$ cat src/rtl/icache_axi_fill.sv
// rtl/icache_axi_fill.sv - direct-mapped instruction cache refilled by AXI4 INCR read bursts
// Hits are answered combinationally; a miss fetches the whole line as one burst.
module icache_axi_fill #(
    parameter int         ADDR_WIDTH = 32,
    parameter int         DATA_WIDTH = 32,
    parameter int         LINE_WORDS = 4,
    parameter int         NUM_LINES  = 8,
    parameter logic [0:0] AXI_ID     = 1'b0
) (
    input  logic                  Clk,
    input  logic                  Rst,
    input  logic [ADDR_WIDTH-1:0] addr,
    input  logic                  en,
    input  logic                  flush,
    output logic [DATA_WIDTH-1:0] data,
    output logic                  miss,
    output logic                  fetch_err,
    output logic                  m00_axi_arid,
    output logic [ADDR_WIDTH-1:0] m00_axi_araddr,
    output logic [7:0]            m00_axi_arlen,
    output logic [2:0]            m00_axi_arsize,
    output logic [1:0]            m00_axi_arburst,
    output logic [3:0]            m00_axi_arcache,
    output logic [2:0]            m00_axi_arprot,
    output logic                  m00_axi_arvalid,
    input  logic                  m00_axi_arready,
    input  logic                  m00_axi_rid,
    input  logic [DATA_WIDTH-1:0] m00_axi_rdata,
    input  logic [1:0]            m00_axi_rresp,
    input  logic                  m00_axi_rlast,
    input  logic                  m00_axi_rvalid,
    output logic                  m00_axi_rready
);
    localparam int B = $clog2(DATA_WIDTH / 8);
    localparam int W = $clog2(LINE_WORDS);
    localparam int I = $clog2(NUM_LINES);
    localparam int T = ADDR_WIDTH - B - W - I;

    typedef enum logic [1:0] {S_IDLE, S_AR, S_RD} state_t;

    state_t                state;
    logic [NUM_LINES-1:0]  valid;
    logic [T-1:0]          tags  [NUM_LINES];
    logic [DATA_WIDTH-1:0] words [NUM_LINES*LINE_WORDS];

    logic [W-1:0] offset;
    logic [I-1:0] index;
    logic [T-1:0] tag;
    logic         hit;

    logic [I-1:0] fill_index;
    logic [T-1:0] fill_tag;
    logic [W-1:0] beat;
    logic         err_seen;
    logic         flush_seen;
    logic         beat_take;
    logic         last_take;
    logic         beat_err;
    logic         unused_bits;

    assign offset = addr[B +: W];
    assign index  = addr[B+W +: I];
    assign tag    = addr[ADDR_WIDTH-1 -: T];
    assign hit    = valid[index] && (tags[index] == tag);
    assign miss   = en && !hit;
    assign data   = hit ? words[{index, offset}] : '0;

    assign m00_axi_arid    = AXI_ID[0];
    assign m00_axi_araddr  = {fill_tag, fill_index, {(W+B){1'b0}}};
    assign m00_axi_arlen   = 8'(LINE_WORDS - 1);
    assign m00_axi_arsize  = 3'(B);
    assign m00_axi_arburst = 2'b01;
    assign m00_axi_arcache = 4'b0011;
    assign m00_axi_arprot  = 3'b100;

    assign beat_take   = m00_axi_rready && m00_axi_rvalid;
    assign last_take   = beat_take && m00_axi_rlast;
    assign beat_err    = |m00_axi_rresp;
    assign unused_bits = ^{m00_axi_rid, addr[B-1:0]};

    always_ff @(posedge Clk or posedge Rst) begin
        if (Rst) begin
            state           <= S_IDLE;
            valid           <= '0;
            m00_axi_arvalid <= 1'b0;
            m00_axi_rready  <= 1'b0;
            fetch_err       <= 1'b0;
            fill_index      <= '0;
            fill_tag        <= '0;
            beat            <= '0;
            err_seen        <= 1'b0;
            flush_seen      <= 1'b0;
        end else begin
            fetch_err <= 1'b0;
            if (flush) begin
                valid <= '0;
            end
            case (state)
                S_IDLE: begin
                    if (miss && !flush) begin
                        state           <= S_AR;
                        m00_axi_arvalid <= 1'b1;
                        fill_index      <= index;
                        fill_tag        <= tag;
                        beat            <= '0;
                        err_seen        <= 1'b0;
                        flush_seen      <= 1'b0;
                        valid[index]    <= 1'b0;
                    end
                end
                S_AR: begin
                    if (flush) begin
                        flush_seen <= 1'b1;
                    end
                    if (m00_axi_arready) begin
                        state           <= S_RD;
                        m00_axi_arvalid <= 1'b0;
                        m00_axi_rready  <= 1'b1;
                    end
                end
                S_RD: begin
                    if (flush) begin
                        flush_seen <= 1'b1;
                    end
                    if (beat_take) begin
                        beat     <= beat + 1'b1;
                        err_seen <= err_seen || beat_err;
                        // An errored, truncated-by-flush or flushed line is left invalid so it is refetched.
                        if (m00_axi_rlast) begin
                            state          <= S_IDLE;
                            m00_axi_rready <= 1'b0;
                            fetch_err      <= err_seen || beat_err;
                            if (!(err_seen || beat_err) && !(flush_seen || flush)) begin
                                valid[fill_index] <= 1'b1;
                            end
                        end
                    end
                end
                default: begin
                    state <= S_IDLE;
                end
            endcase
        end
    end

    always_ff @(posedge Clk) begin
        if (beat_take) begin
            words[{fill_index, beat}] <= m00_axi_rdata;
        end
        if (last_take) begin
            tags[fill_index] <= fill_tag;
        end
    end
endmodule

$ cat config.mk
export PLATFORM = sky130hd
export DESIGN_NAME = icache_axi_fill
export DESIGN_NICKNAME = d
export VERILOG_FILES = /design/src/rtl/icache_axi_fill.sv
export SDC_FILE = /design/constraint.sdc
export NUM_CORES = 1
export LEC_CHECK = 0
export BUFFER_PORTS_ARGS = -buffer_cell sky130_fd_sc_hd__buf_2
export CAP_MARGIN = 10
export CORE_MARGIN = 4
export CORE_UTILIZATION = 55
export CTS_BUF_LIST = sky130_fd_sc_hd__clkbuf_2
export DETAILED_ROUTE_END_ITERATION = 8
export GPL_TIMING_DRIVEN = 0
export PLACE_DENSITY = 0.72
export SETUP_SLACK_MARGIN = 0.3
export SLEW_MARGIN = 20
export SYNTH_ARGS = -nofsm -noshare
export SYNTH_HDL_FRONTEND = slang
export SYNTH_SLANG_ARGS = --single-unit
$ cat constraint.sdc
create_clock -name Clk -period 3.5 [get_ports Clk]
set_clock_uncertainty 0.1 [all_clocks]
set_input_delay 0.525 -clock Clk [delete_from_list [all_inputs] [get_ports Clk]]
set_output_delay 0.525 -clock Clk [all_outputs]
set_load 0.05 [all_outputs]
== Word level (Yosys, flattened, before mapping) ==
Memories as Yosys holds them, arrays and structs flattened.
Index checks and enable logic that the tools add are counted.

* Reductions and logical operators: 27
* $lt $le $gt $ge: 4
* $add $sub $neg: 1
* Bitwise gates (word level): 3
* Eq/ne operators: 8
* Muxes and demuxes: 40

{| class="wikitable"
|+ Operators with widths
! operator !! count
|-
| 8-bit two-way mux || 5
|-
| 32-bit two-way mux || 1
|-
| 25-bit == test || 1
|-
| 1-bit two-way mux || 18
|-
| 8-bit case mux with 2 select lines || 1
|-
| 2-bit two-way mux || 6
|-
| 3-bit AND reduction || 3
|-
| 8-bit AND || 1
|-
| 1-bit logical AND || 8
|-
| 3-bit by 4-bit less-than comparator with 1-bit output (second input constant) || 2
|-
| 2-bit inequality test (second input constant) || 4
|-
| 8-bit NOT || 1
|-
| 8-bit bitwise OR || 1
|-
| 1-bit case mux with 2 select lines || 4
|-
| 4-bit AND reduction || 2
|-
| 2-bit nonzero test || 4
|-
| 1-bit demux with 3-bit select || 2
|-
| 3-bit by 1-bit >= comparator with 1-bit output (second input constant) || 2
|-
| 2-bit case mux with 3 select lines || 1
|-
| 1-bit zero test || 4
|-
| 2-bit case mux with 2 select lines || 1
|-
| 2-bit OR reduction || 2
|-
| 1-bit binary-select mux with 3-bit select || 1
|-
| 2-bit by 1-bit adder with 2-bit output (second input constant) || 1
|-
| other kinds (6) || 7
|}

* Bits of input ports: 74
* Flip-flop bits (word level): 45
* Bits in writable memories: 1224
* Word-level logic and storage cells: 95
* Memories kept: 2

{| class="wikitable"
|+ Memories
! memory !! depth !! bits a word !! rd ports !! clocked after Yosys merged registers in !! write ports !! RTL line !! source
|-
| words || 32 || 32 || 1 || 0 || 1 || 44 || <nowiki>logic [DATA_WIDTH-1:0] words [NUM_LINES*LINE_WORDS];</nowiki>
|-
| tags || 8 || 25 || 1 || 0 || 1 || 43 || <nowiki>logic [T-1:0] tags [NUM_LINES];</nowiki>
|}

== Depth between registers and ports, before layout ==
* Depth in word-level cells: 9
* Mapped depth: 12
* Mapped depth without buffers: 8

== Worst setup path before layout ==
Ideal clock, no wire load.

* Path type: input port to output port
* From: input port addr[6]
* To: output port data[5]
* Slack: -714 ps
* Path buffers: 4
* Arrival: 3589 ps
* Data required time: 2875 ps
* Stages on the path: 11
* Cell sequence: buf_2 -> buf_6 -> buf_2 -> mux4_2 -> mux2i_1 -> xor2_1 -> nand2_1 -> nor4_1 -> nand4_1 -> buf_2 -> a211oi_1

* Word-level cells in the longest chain between the ends: 4
* Elaborated cells between the ends (all ways): 7
* Those cells by class: 1 x eq/ne; 3 x mux; 1 x reduce/logical; 2 x memory

{| class="wikitable"
|+ RTL lines
! what !! RTL line !! source
|-
| from (decl) || 12 || <nowiki>input logic [ADDR_WIDTH-1:0] addr,</nowiki>
|-
| memory read 8 x 25 bit or 1-bit binary-select mux with 3-bit select (tied branches) || - ||
|-
| 25-bit == test or 1-bit two-way mux (tied branches) || 64 || <nowiki>assign hit = valid[index] && (tags[index] == tag);</nowiki>
|-
| 1-bit logical AND || 64 ||
|-
| 32-bit two-way mux * || 66 || <nowiki>assign data = hit ? words[{index, offset}] : '0;</nowiki>
|-
| to (decl) || 15 || <nowiki>output logic [DATA_WIDTH-1:0] data,</nowiki>
|}

Every way passes the cells marked *; elsewhere a longest branch is shown, timed or not. The select of a mux whose other input is x is not followed.

== Worst setup path in the final report ==
* From: input port addr[6]
* To: output port data[26]

The elaborated chain is that of the path after synthesis.

==> load_flow_metrics.sql <==
INSERT INTO impl_metrics (metric_group, metric, value, unit) VALUES
('detailed_routing', 'routed-via-count', '26600', ''),
('sta', 'rsz0062_at_grt', 'true', ''),
('final_layout', 'final-instance-count-excl-fill', '4273', ''),
('floorplanning', 'die_width', '306', 'µm'),
('global_route', 'antenna_found_initial', '3', ''),
('clock_tree', 'worst_path_clk_slew', '0.09', 'ns'),
('detailed_routing', 'routed_wl', '125', 'mm'),
('power_and_ir_drop', 'p_leak', '19.3', 'nW'),
('outcome', 'run_status', 'complete, but fails checks', ''),
('sta', 'tightest_slew', '1.27', 'ns'),
('synthesis', 'yosys.area.top_type_share', '75.4', '%'),
('worst_hold_path', 'worst_hold_path_type', 'in2reg', ''),
('final_layout', 'share_of_final_layout_standard_cells_stronger_than_drive_strength_1', '38.0', '%'),
('sta', 'period_needed', '4.93', 'ns'),
('synthesis', 'synth_flop_cell', 'edfxtp_1', ''),
('sta', 'timing_max_transition_violations_final', '0', ''),
('power_and_ir_drop', 'design_power_total', '31.6', 'mW'),
('sta', 'timing.setup.tns', '-44.90', 'ns'),
('clock_tree', 'clock_latency', '1.50', 'ns'),
('clock_tree', 'clock_tree.buffer_depth', '4', ''),
('place', 'post-place-ws', '-1.51', 'ns'),
('synthesis', 'ys_ff_latch', '1269', ''),
('synthesis', 'synth.yosys.seq_area_share', '77.8', '%'),
('setup_path', 'setup_crit_start', 'addr[6]', ''),
('floorplanning', 'placement_rows', '108', ''),
('power_and_ir_drop', 'worst_ir_drop_vdd', '0.487', 'mV'),
('sta', 'hold_slack', '0.123', 'ns'),
('global_route', 'grt_first_pass_wirelength', '183', 'mm'),
('setup_path', 'crit_arrival', '4.31', 'ns'),
('place', 'io_buffer_count', '130', ''),
('outcome', 'failed_checks', 'setup timing', ''),
('synthesis', 'postSynthCellCount', '2212', ''),
('setup_path', 'crit_path_start_kind', 'input port', ''),
('floorplanning', 'fp.coreArea', '87300', 'µm²'),
('clock_tree', 'htreeDepth', '5', ''),
('flow_run', 'max_cap_viol_count', '0', ''),
('synthesis', 'yosysTopAreaCell', 'edfxtp_1', ''),
('synthesis', 'top_post_synthesis_cells_by_area', 'edfxtp_1 (75%), mux4_2 (13%), dfrtp_1 (2.3%), o22ai_1 (1.5%), mux2i_1 (0.74%)', ''),
('global_route', 'grt_pass1_vias', '28200', ''),
('setup_path', 'timing.critical_path.fanout_max', '10', ''),
('detailed_routing', 'avgRoutedWirePerCell', '29.2', 'µm'),
('floorplanning', 'io-pin-count', '163', ''),
('detailed_routing', 'met3_wire_length', '12.2', 'mm'),
('setup_path', 'timing_worst_setup_path_type', 'in2out', ''),
('synthesis', 'syn-mean-instance-area', '22.0', 'µm²'),
('detailed_routing', 'route.detailed.drc', '0', ''),
('synthesis', 'synth-edff-count', '1224', ''),
('sta', 'finalHoldViolCount', '0', ''),
('place', 'finalWeightedCongestion', '0.805', ''),
('setup_path', 'crit_required', '2.87', 'ns'),
('detailed_routing', 'dr_wl_met2', '63.4', 'mm'),
('synthesis', 'synthMostInstantiatedCell', 'edfxtp_1', ''),
('global_route', 'track_usage', '26.9', '%'),
('final_layout', 'postLayoutCoreUtil', '66.1', '%'),
('detailed_routing', 'initialDrtViolationCount', '3054', ''),
('setup_path', 'regToRegStartpoint', 'tags[7][15]', ''),
('floorplanning', 'die-area', '93400', 'µm²'),
('final_layout', 'final_net_count', '2989', ''),
('floorplanning', 'die_h', '306', 'µm'),
('place', 'detailed_place.area', '53000', 'µm²'),
('clock_tree', 'clockRootBuffer', 'clkbuf_2', ''),
('clock_tree', 'tritoncts', 'yes', ''),
('sta', 'setup_viol_count_final', '33', ''),
('floorplanning', 'initial_utilization', '55.8', '%'),
('synthesis', 'synth.cells.most_frequent', 'edfxtp_1 (1224), mux4_2 (289), o22ai_1 (119)', ''),
('sta', 'maxClockFrequency', '0.203', 'GHz'),
('final_layout', 'synthToLayoutAreaGrowth', '18.4', '%'),
('sta', 'fin_crit_sh', '141', '%'),
('detailed_routing', 'drt-pass1-iter-count', '8', ''),
('sta', 'final_critical_path_setup_slack', '-1.43', 'ns'),
('clock_tree', 'tritoncts_num_sinks', '1269', '');
[where the power goes]
group,leakage (nW),total (mW),switching (mW),internal (mW)
clock network,2.10,9.44,5.65,3.79
registers,11.6,18.3,0.607,17.7
logic,5.65,3.93,2.56,1.37
[critical path, cell delays in order]
cell      delay [ns]
buf_8           0.11
buf_4           0.24
buf_2           0.33
buf_2           0.28
nand2b_1        0.14
clkbuf_1        0.70
clkbuf_1        0.68
o22ai_1         0.30
or4_1           0.68
nor2_4          0.16
buf_8           0.15
[cell families (layout without fill, tap and decap cells)]
group,count (synthesis),in the layout,share of synthesized area [%]
flip-flops,1269,1269,77.8
multiplexers,376,376,15.4
AO/OA/AOI/OAI,195,195,2.68
AND/OR/NAND/NOR,191,191,2.02
buffers and inverters,152,1030,1.56
XOR/XNOR,20,20,0.360
adder cells (fa/ha/maj),7,7,0.180
other,2,30,0.0154
[what timing repair did]
action	4_1_cts	5_1_grt
endpoints found under the hold margin	1114	0
setup endpoints to repair	70	56
setup buffers	8	3
hold buffers	145	0
pin swaps	15	8
cloned	2	1
resized for setup	93	20
[cells in the final DEF (no fill, tap or decap), types with 20 or more instances in the layout]
master | synthesis | final
edfxtp_1 | 1224 | 1224
clkbuf_2 | 0 | 459
mux4_2 | 289 | 289
dlygate4sd3_1 | 0 | 143
o22ai_1 | 119 | 119
buf_2 | 25 | 119
nor2_4 | 0 | 65
clkbuf_1 | 66 | 60
clkinv_1 | 1 | 59
dfrtp_1 | 45 | 41
buf_4 | 32 | 40
mux2i_1 | 36 | 35
buf_16 | 0 | 35
buf_6 | 5 | 31
buf_12 | 0 | 31
mux2_2 | 28 | 28
nand2_1 | 27 | 27
or4_1 | 25 | 25
conb_1 | 2 | 25
o21ai_0 | 20 | 20
mux2_4 | 20 | 20
[state kept, by name, summed over array words and instances (netlist names)]
signal / count
err_seen: 1
state: 2
valid: 8
flush_seen: 1
fetch_err: 1
words: 1024
fill_index: 3
fill_tag: 25
beat: 2
m00_axi_rready: 1
m00_axi_arvalid: 1
tags: 200
[final cells by class]
| type | count | area (µm²) |
|---|---|---|
| Buffer | 142 | 860 |
| Timing Repair Buffer | 349 | 3960 |
| Multi-Input combinational cell | 814 | 10800 |
| Clock buffer | 451 | 2260 |
| Inverter | 10 | 40.0 |
| Fill cell | 5739 | 29600 |
| Sequential cell | 1269 | 37900 |
| Clock inverter | 78 | 440 |
| Tap cell | 1155 | 1450 |
| Antenna cell | 5 | 12.5 |
[layer usage]
layer | up-vias | track usage (%)
met5 | - | 0
met4 | 0 | 11.8
met3 | 339 | 6.54
met2 | 1771 | 44.6
met1 | 13700 | 34.1
li1 | 10900 | -
[worst paths after layout]
kind                                   end  slack [ns]  depth (start not counted)
min in group asynchronous         valid[4]        0.20                          4
hold / removal                 words[0][9]        0.12                          3
setup / recovery                  data[26]       -1.43                         11
setup reg to reg                   beat[0]        0.36                         12
hold reg to reg            m00_axi_arvalid        0.47                          1
max in group asynchronous         valid[5]        2.53                          4
No activity file was read; power rests on OpenSTA's default activity.
